$ cat config.mk
export PLATFORM = sky130hd
export DESIGN_NAME = board_manager
export DESIGN_NICKNAME = d
export VERILOG_FILES = /design/src/rtl/board_manager.sv
export SDC_FILE = /design/constraint.sdc
export NUM_CORES = 2
export LEC_CHECK = 0
export ABC_AREA = 0
export CAP_MARGIN = 10
export CORE_MARGIN = 5
export CORE_UTILIZATION = 30
export DETAILED_ROUTE_END_ITERATION = 12
export SLEW_MARGIN = 15
export SYNTH_ARGS = -nofsm -noshare
export SYNTH_HDL_FRONTEND = slang
export SYNTH_SLANG_ARGS = --single-unit
$ cat constraint.sdc
create_clock -name frame_clk -period 100.6 [get_ports frame_clk]
set_input_delay 30.18 -clock frame_clk [delete_from_list [all_inputs] [get_ports frame_clk]]
set_output_delay 30.18 -clock frame_clk [all_outputs]
set_load 0.005 [all_outputs]
$ cat src/rtl/board_manager.sv
// board_manager: playfield storage with lock, line-clear and game-over handling.
// Ports:
//   frame_clk, Reset             clock, asynchronous active-high reset
//   lock_valid / lock_ready      lock handshake; lock_x1..4, lock_y1..4, lock_color = piece cells
//   query_x/y -> query_occupied  collision probe (outside the board counts as occupied)
//   draw_x/y  -> draw_color      renderer read port (0 = empty or out of range)
//   lines_cleared, clear_pulse, game_over  status
module board_manager #(
    parameter int BOARD_W = 12,
    parameter int BOARD_H = 19
) (
    input  logic        frame_clk,
    input  logic        Reset,
    input  logic        lock_valid,
    output logic        lock_ready,
    input  logic [5:0]  lock_x1,
    input  logic [5:0]  lock_x2,
    input  logic [5:0]  lock_x3,
    input  logic [5:0]  lock_x4,
    input  logic [6:0]  lock_y1,
    input  logic [6:0]  lock_y2,
    input  logic [6:0]  lock_y3,
    input  logic [6:0]  lock_y4,
    input  logic [3:0]  lock_color,
    input  logic [5:0]  query_x,
    input  logic [6:0]  query_y,
    output logic        query_occupied,
    input  logic [5:0]  draw_x,
    input  logic [6:0]  draw_y,
    output logic [3:0]  draw_color,
    output logic [15:0] lines_cleared,
    output logic        clear_pulse,
    output logic        game_over
);
    typedef enum logic [2:0] {IDLE, WRITE, SCAN, SHIFT, DONE} state_t;
    state_t      state_q, state_d;
    logic [3:0]  cells_q [BOARD_H][BOARD_W];
    logic [5:0]  px_q [4];
    logic [6:0]  py_q [4];
    logic [3:0]  color_q;
    logic [6:0]  row_q;
    logic [2:0]  cnt_q;
    logic [15:0] lines_q;
    logic        over_q;
    logic        row_full, row0_any;
    logic [3:0]  q_cell, d_cell, wr_color;

    // A zero colour would make the locked cells look empty, so force a visible one.
    assign wr_color = (color_q == 4'h0) ? 4'hF : color_q;

    always_comb begin
        row_full = 1'b0;
        row0_any = 1'b0;
        q_cell   = '0;
        d_cell   = '0;
        for (int y = 0; y < BOARD_H; y++) begin
            if (row_q == 7'(y)) begin
                row_full = 1'b1;
                for (int x = 0; x < BOARD_W; x++) row_full = row_full & (cells_q[y][x] != 4'h0);
            end
            for (int x = 0; x < BOARD_W; x++) begin
                if (query_y == 7'(y) && query_x == 6'(x)) q_cell = cells_q[y][x];
                if (draw_y == 7'(y) && draw_x == 6'(x)) d_cell = cells_q[y][x];
            end
        end
        for (int x = 0; x < BOARD_W; x++) row0_any = row0_any | (cells_q[0][x] != 4'h0);
    end

    assign query_occupied = (query_x >= 6'(BOARD_W)) || (query_y >= 7'(BOARD_H)) || (q_cell != 4'h0);
    assign draw_color     = d_cell;

    always_ff @(posedge frame_clk or posedge Reset) begin
        if (Reset) state_q <= IDLE;
        else       state_q <= state_d;
    end

    always_comb begin
        state_d = state_q;
        case (state_q)
            IDLE:    state_d = (lock_valid && lock_ready) ? WRITE : IDLE;
            WRITE:   state_d = SCAN;
            SCAN:    state_d = row_full ? SHIFT : ((row_q == 7'd0) ? DONE : SCAN);
            SHIFT:   state_d = SCAN;
            DONE:    state_d = IDLE;
            default: state_d = IDLE;
        endcase
    end

    always_comb begin
        lock_ready    = (state_q == IDLE) && !over_q;
        clear_pulse   = (state_q == DONE) && (cnt_q != 3'd0);
        game_over     = over_q;
        lines_cleared = lines_q;
    end

    always_ff @(posedge frame_clk or posedge Reset) begin
        if (Reset) begin
            for (int y = 0; y < BOARD_H; y++)
                for (int x = 0; x < BOARD_W; x++) cells_q[y][x] <= 4'h0;
            px_q    <= '{default: '0};
            py_q    <= '{default: '0};
            color_q <= '0;
            row_q   <= '0;
            cnt_q   <= '0;
            lines_q <= '0;
            over_q  <= 1'b0;
        end else begin
            case (state_q)
                IDLE: if (lock_valid && lock_ready) begin
                    px_q    <= '{lock_x1, lock_x2, lock_x3, lock_x4};
                    py_q    <= '{lock_y1, lock_y2, lock_y3, lock_y4};
                    color_q <= lock_color;
                end
                WRITE: begin
                    // Out-of-range coordinates match no cell and are dropped; duplicates collapse.
                    for (int y = 0; y < BOARD_H; y++)
                        for (int x = 0; x < BOARD_W; x++)
                            for (int i = 0; i < 4; i++)
                                if (px_q[i] == 6'(x) && py_q[i] == 7'(y)) cells_q[y][x] <= wr_color;
                    row_q <= 7'(BOARD_H - 1);
                    cnt_q <= '0;
                end
                SCAN: if (!row_full && row_q != 7'd0) row_q <= row_q - 7'd1;
                SHIFT: begin
                    // Everything above the full row drops by one; row_q stays so the new row is rescanned.
                    for (int y = 1; y < BOARD_H; y++)
                        if (7'(y) <= row_q) cells_q[y] <= cells_q[y-1];
                    cells_q[0] <= '{default: '0};
                    lines_q    <= (lines_q == 16'hFFFF) ? lines_q : lines_q + 16'd1;
                    cnt_q      <= cnt_q + 3'd1;
                end
                DONE: if (row0_any) over_q <= 1'b1;
                default: ;
            endcase
        end
    end
endmodule

; Word-level counts from Yosys, hierarchy flattened
; Cells that the tools add are included.
[word_totals]
in_bits = 85
register_bits = 998
word_cells = 4201
out_inout_bits = 24
[op_classes]
addsub = 3
eq_ne = 444
n_bitwise = 221
order_cmp = 20
n_mux = 1414
reduce_logical = 1857
[ops]
columns = operator, n
row1 = $mux 4, 1369
row2 = $pmux 912 s2, 1
row3 = $logic_and 1x1->1, 1372
row4 = $ne 5x5->1 const B, 228
row5 = $reduce_bool 4->1, 229
row6 = $mux 48, 18
row7 = $reduce_and 3->1, 216
row8 = $eq 7x4->1 const B, 56
row9 = $and 1x1->1, 209
row10 = $eq 7x3->1 const B, 28
row11 = $eq 7x5->1 const B, 21
row12 = $eq 6x3->1 const B, 24
row13 = $eq 6x4->1 const B, 24
row14 = $eq 7x2->1 const B, 14
row15 = $eq 6x2->1 const B, 12
row16 = $le 4x7->1 const A, 8
row17 = $eq 7x1->1 const B, 7
row18 = $logic_not 7->1, 7
row19 = $ne 2x2->1 const B, 19
row20 = $eq 6x1->1 const B, 6
row21 = $logic_not 6->1, 6
row22 = $reduce_and 2->1, 16
row23 = $le 3x7->1 const A, 4
row24 = $le 5x7->1 const A, 3
row25 = other kinds (27), 62

; Longest topological paths before layout
[logic_depth]
word_depth = 232
depth_mapped = 17
mapped_depth_nobuf = 12

; Worst setup path after synthesis
; No wires, ideal clock.
[synth_timing]
kind = input -> output
from = input port draw_x[4]
to = output port draw_color[3]
slack_ns = 37.624
required_ns = 70.420
t_arrival_ns = 32.796
path_buffers = 3
path_stages = 13
cell_sequence = clkbuf_1 > or4b_1 > buf_2 > buf_6 > or4_4 > a211o_1 > a32oi_1 > o22ai_1 > a2bb2oi_2 > nand4_1 > a221o_1 > o21ai_1 > nand2_1
[synth_between]
elab_chain_cells = 230
elab_cells_between_ends = 468
classes_between = 11 x eq/ne / 228 x mux / 229 x reduce/logical
[synth_rtl]
columns = element, line_no
row1 = from (decl), 28  ; input logic [5:0] draw_x,
row2 = $logic_not 6->1, 63  ; if (draw_y == 7'(y) && draw_x == 6'(x)) d_cell = cells_q[y][x];
row3 = $logic_and 1x1->1, 63
row4 = $mux 4 (227 in series), 63
row5 = $mux 4 *, 63
row6 = to (decl), 30  ; output logic [3:0] draw_color,
; Every way passes the cells marked *; elsewhere a longest branch is shown, timed or not.

; Final worst setup path
[layout_timing]
from = input port draw_x[2]
to = output port draw_color[0]
; Same word-level chain as after synthesis.

==> impl_metrics.tcl <==
set metrics [dict create \
    status "complete, but fails checks" \
    violations "max-capacitance violations, max-slew violations" \
    routedWlPerCell_um 54.3 \
    pre_cts_ws_ns 33.74 \
    hpwl_um 495000 \
    post_cts_buffers 0 \
    grt_pass1_wl_um 855000 \
    synthDistinctLibCells 85 \
    finalNetCount 9156 \
    arrival_ns 37.13 \
    relSlewSlack_pct -2.11 \
    start_util_pct 30.1 \
    crit_slowest_cell "o21ai_0" \
    top_level_ports 109 \
    ys_ff_latch 998 \
    drt-total-wl_um 666000 \
    chipHeight_um 492 \
    finalMaxSlewViolations 10 \
    dr.pass1.iters 10 \
    ys_async_sr_fraction_pct 100 \
    cts-resized-gates 0 \
    grt_util_all_layers_pct 52.3 \
    portBuffers 108 \
    slowest_delay_ns 0.87 \
    gp_congestion 1.10 \
    syn_area_per_cell_um2 7.69 \
    clk_pin_slew_ns 0.06 \
    netlist.area_leader.share_pct 35.8 \
    drive_above_1_share_pct 12.4 \
    route.detailed.drc 0 \
    antenna_left 0 \
    ys_warn_count 0 \
    grt_setup_unrepaired "false" \
    clock_latency_ns 0.87 \
    syn_nets 9178 \
    dr.first_iter.drc_count 18470 \
    setup_viol_count_final 0 \
    synthTopCellsByArea "dfrtp_1, a21oi_1, o21ai_0" \
    syn_area_um2 69800 \
    synth_ff_type "dfrtp_1" \
    worst_ep_required_time_ns 70.42 \
    cts_buffers 113 \
    critPathTopFamily "compound AO/OA/AOI/OAI gates" \
    p_per_area_nw_per_um2 11.5 \
    seq_power_share_pct 43.3 \
    via_per_inst 7.57 \
    path_max_fanout 21 \
    combPwrFrac_pct 8.0 \
    finalWorstSetupSlack_ns 33.29 \
    die-area_um2 243000 \
    synth_cells 9086 \
    cts_tree "done" \
    hp-class "reg2reg" \
    cp-start-kind "primary input" \
    yosysTopAreaCell "dfrtp_1" \
    critPathBufInv 5 \
    netlist_top_cells_count "a21oi_1, dfrtp_1, nor2_1" \
    cts.sinks 998 \
    crit_path_end_kind "output port" \
    p_clk_share_pct 48.7 \
    num_vias 92805 \
    tightest_slew_ns 1.53 \
    post-route-min-period_ns 67.31 \
    area_delta_synth_final_pct 15.7 \
    power.total_w 0.000927 \
    fmax_ghz 0.0149 \
    num_rows 177 \
    core_area_um2 232000 \
    grt_max_degree 192 \
    die_width_um 492 \
    swShare_pct 28.2 \
    whs_ns 0.491 \
    p_switching_w 0.000261 \
    intPower_w 0.000666 \
    ir_worst_vdd_uv 13.7 \
    holdBufCountCts 0 \
    hold_viol 0 \
    tns_ns 0 \
    cts-htree-levels 3 \
    root_buffer "clkbuf_16" \
    skew_ns 0.0981 \
    criticalPathCategory "in2out" \
    synth_seq_area_share_pct 35.8 \
    gr-total-overflow 0 \
    crit_top_cell "buf_4" \
    grt_pass1_vias 83890 \
    antenna_found_initial 99 \
    max_cap_violations 1 \
    path_cells "clkdlybuf4s50_1 > or4b_4 > buf_4 > buf_4 > nor2_1 > buf_4 > nor4_1 > a31oi_1 > a31oi_1 > nand4b_1 > o211a_1 > o31a_1 > o21ai_0 > a41o_1 > clkdlybuf4s50_1" \
    clockBufferDepth 3 \
    yosysMostFrequentCell "a21oi_1" \
    period_share_pct 66.9 \
    power_leakage_nw 32.7 \
    synth_edf_count 0 \
]
[state kept, by name, indices dropped and copies added (netlist names)]
register	cells
cells_q	912
py_q	28
px_q	24
lines_cleared	16
row_q	7
color_q	4
cnt_q	3
state_q	3
game_over	1
[layer usage]
metal	global-route usage (%)	wire length (um)	vias up
met2	69.5	253000	9085
met5	0.744	813	-
li1	-	-	34718
met4	37.6	62200	56
met1	63.3	244000	46216
met3	28.3	106000	2730
[worst paths after layout]
check,from,end,slack (ns),cells after the start
min in group asynchronous,Reset,cells_q[701],29.97,2
hold / removal,lines_cleared[13],lines_cleared[13],0.49,1
max in group asynchronous,Reset,cells_q[339],67.20,5
setup / recovery,draw_x[2],draw_color[0],33.29,15
hold reg to reg,lines_cleared[13],lines_cleared[13],0.49,1
setup reg to reg,row_q[0],row_q[4],94.55,10
[area by class of cell]
cell class / instances / area, um2
Antenna cell: 49 / 123
Clock buffer: 156 / 3210
Clock inverter: 55 / 737
Fill cell: 24621 / 151000
Inverter: 33 / 131
Multi-Input combinational cell: 7293 / 42700
Sequential cell: 998 / 25000
Tap cell: 3043 / 3810
Timing Repair Buffer: 625 / 5150
[worst reg2reg max path: stages (launching register included)]
cell and delay [ns]:
dfrtp_1 0.68, nand2_1 0.72, nor2_4 0.89, nand4_1 1.00
a32oi_1 0.85, o2bb2ai_1 0.44, and2_1 0.26, o211ai_1 0.25
buf_4 0.30, nor3_1 0.10, or3b_2 0.44
[cells by family (layout without fill, tap and decap cells)]
| logic type | Yosys count | in the layout | share of synthesized area, % |
|---|---|---|---|
| simple gates | 2764 | 2764 | 18.2 |
| compound gates | 4173 | 4173 | 35.6 |
| mux | 334 | 334 | 5.59 |
| xor+xnor | 15 | 15 | 0.188 |
| other cells | 0 | 49 | 0 |
| buf+inv | 795 | 869 | 4.52 |
| fa+ha+maj | 7 | 7 | 0.125 |
| flops | 998 | 998 | 35.8 |
[power by group through the flow]
stage,registers (W),clock network [W],logic (W)
2_1_floorplan,0.000410,0,0.0000315
3_3_place_gp,0.000409,0,0.0000695
3_5_place_dp,0.000409,0,0.0000694
4_1_cts,0.000401,0.000450,0.0000696
5_1_grt,0.000401,0.000464,0.0000725
6_report,0.000401,0.000451,0.0000743
[through the flow]
step	cells	area, um2	utilization [%]
after floorplan	9086	69800	-
after global placement	11988	76600	33.0
after detailed placement	11991	76600	33.0
after CTS	12202	80600	34.7
after global routing	12208	80700	34.8
final	12252	80800	34.8
[layout by cell type (no fill, tap or decap), types with 25 or more instances in the layout]
| cell | instances |
|---|---|
| or3_1 | 58 |
| nor4_1 | 303 |
| nor2_1 | 875 |
| o22ai_1 | 506 |
| clkdlybuf4s50_1 | 104 |
| mux2i_1 | 137 |
| nand2b_1 | 39 |
| o211ai_1 | 61 |
| buf_4 | 503 |
| inv_1 | 25 |
| o221ai_1 | 73 |
| nor3_1 | 213 |
| mux4_2 | 28 |
| o2bb2ai_1 | 28 |
| o21ai_0 | 783 |
| o31ai_1 | 100 |
| nand2_1 | 785 |
| a2bb2oi_1 | 25 |
| a211oi_1 | 83 |
| a31oi_1 | 67 |
| a221oi_1 | 93 |
| nor2b_1 | 38 |
| a221o_1 | 31 |
| o21a_1 | 39 |
| mux2_2 | 168 |
| dfrtp_1 | 998 |
| clkbuf_16 | 113 |
| and3_1 | 34 |
| diode_2 | 49 |
| nand4_1 | 47 |
| a21oi_1 | 1791 |
| a22oi_1 | 94 |
| nand3_1 | 165 |
Power figures use the tool's default switching activity.
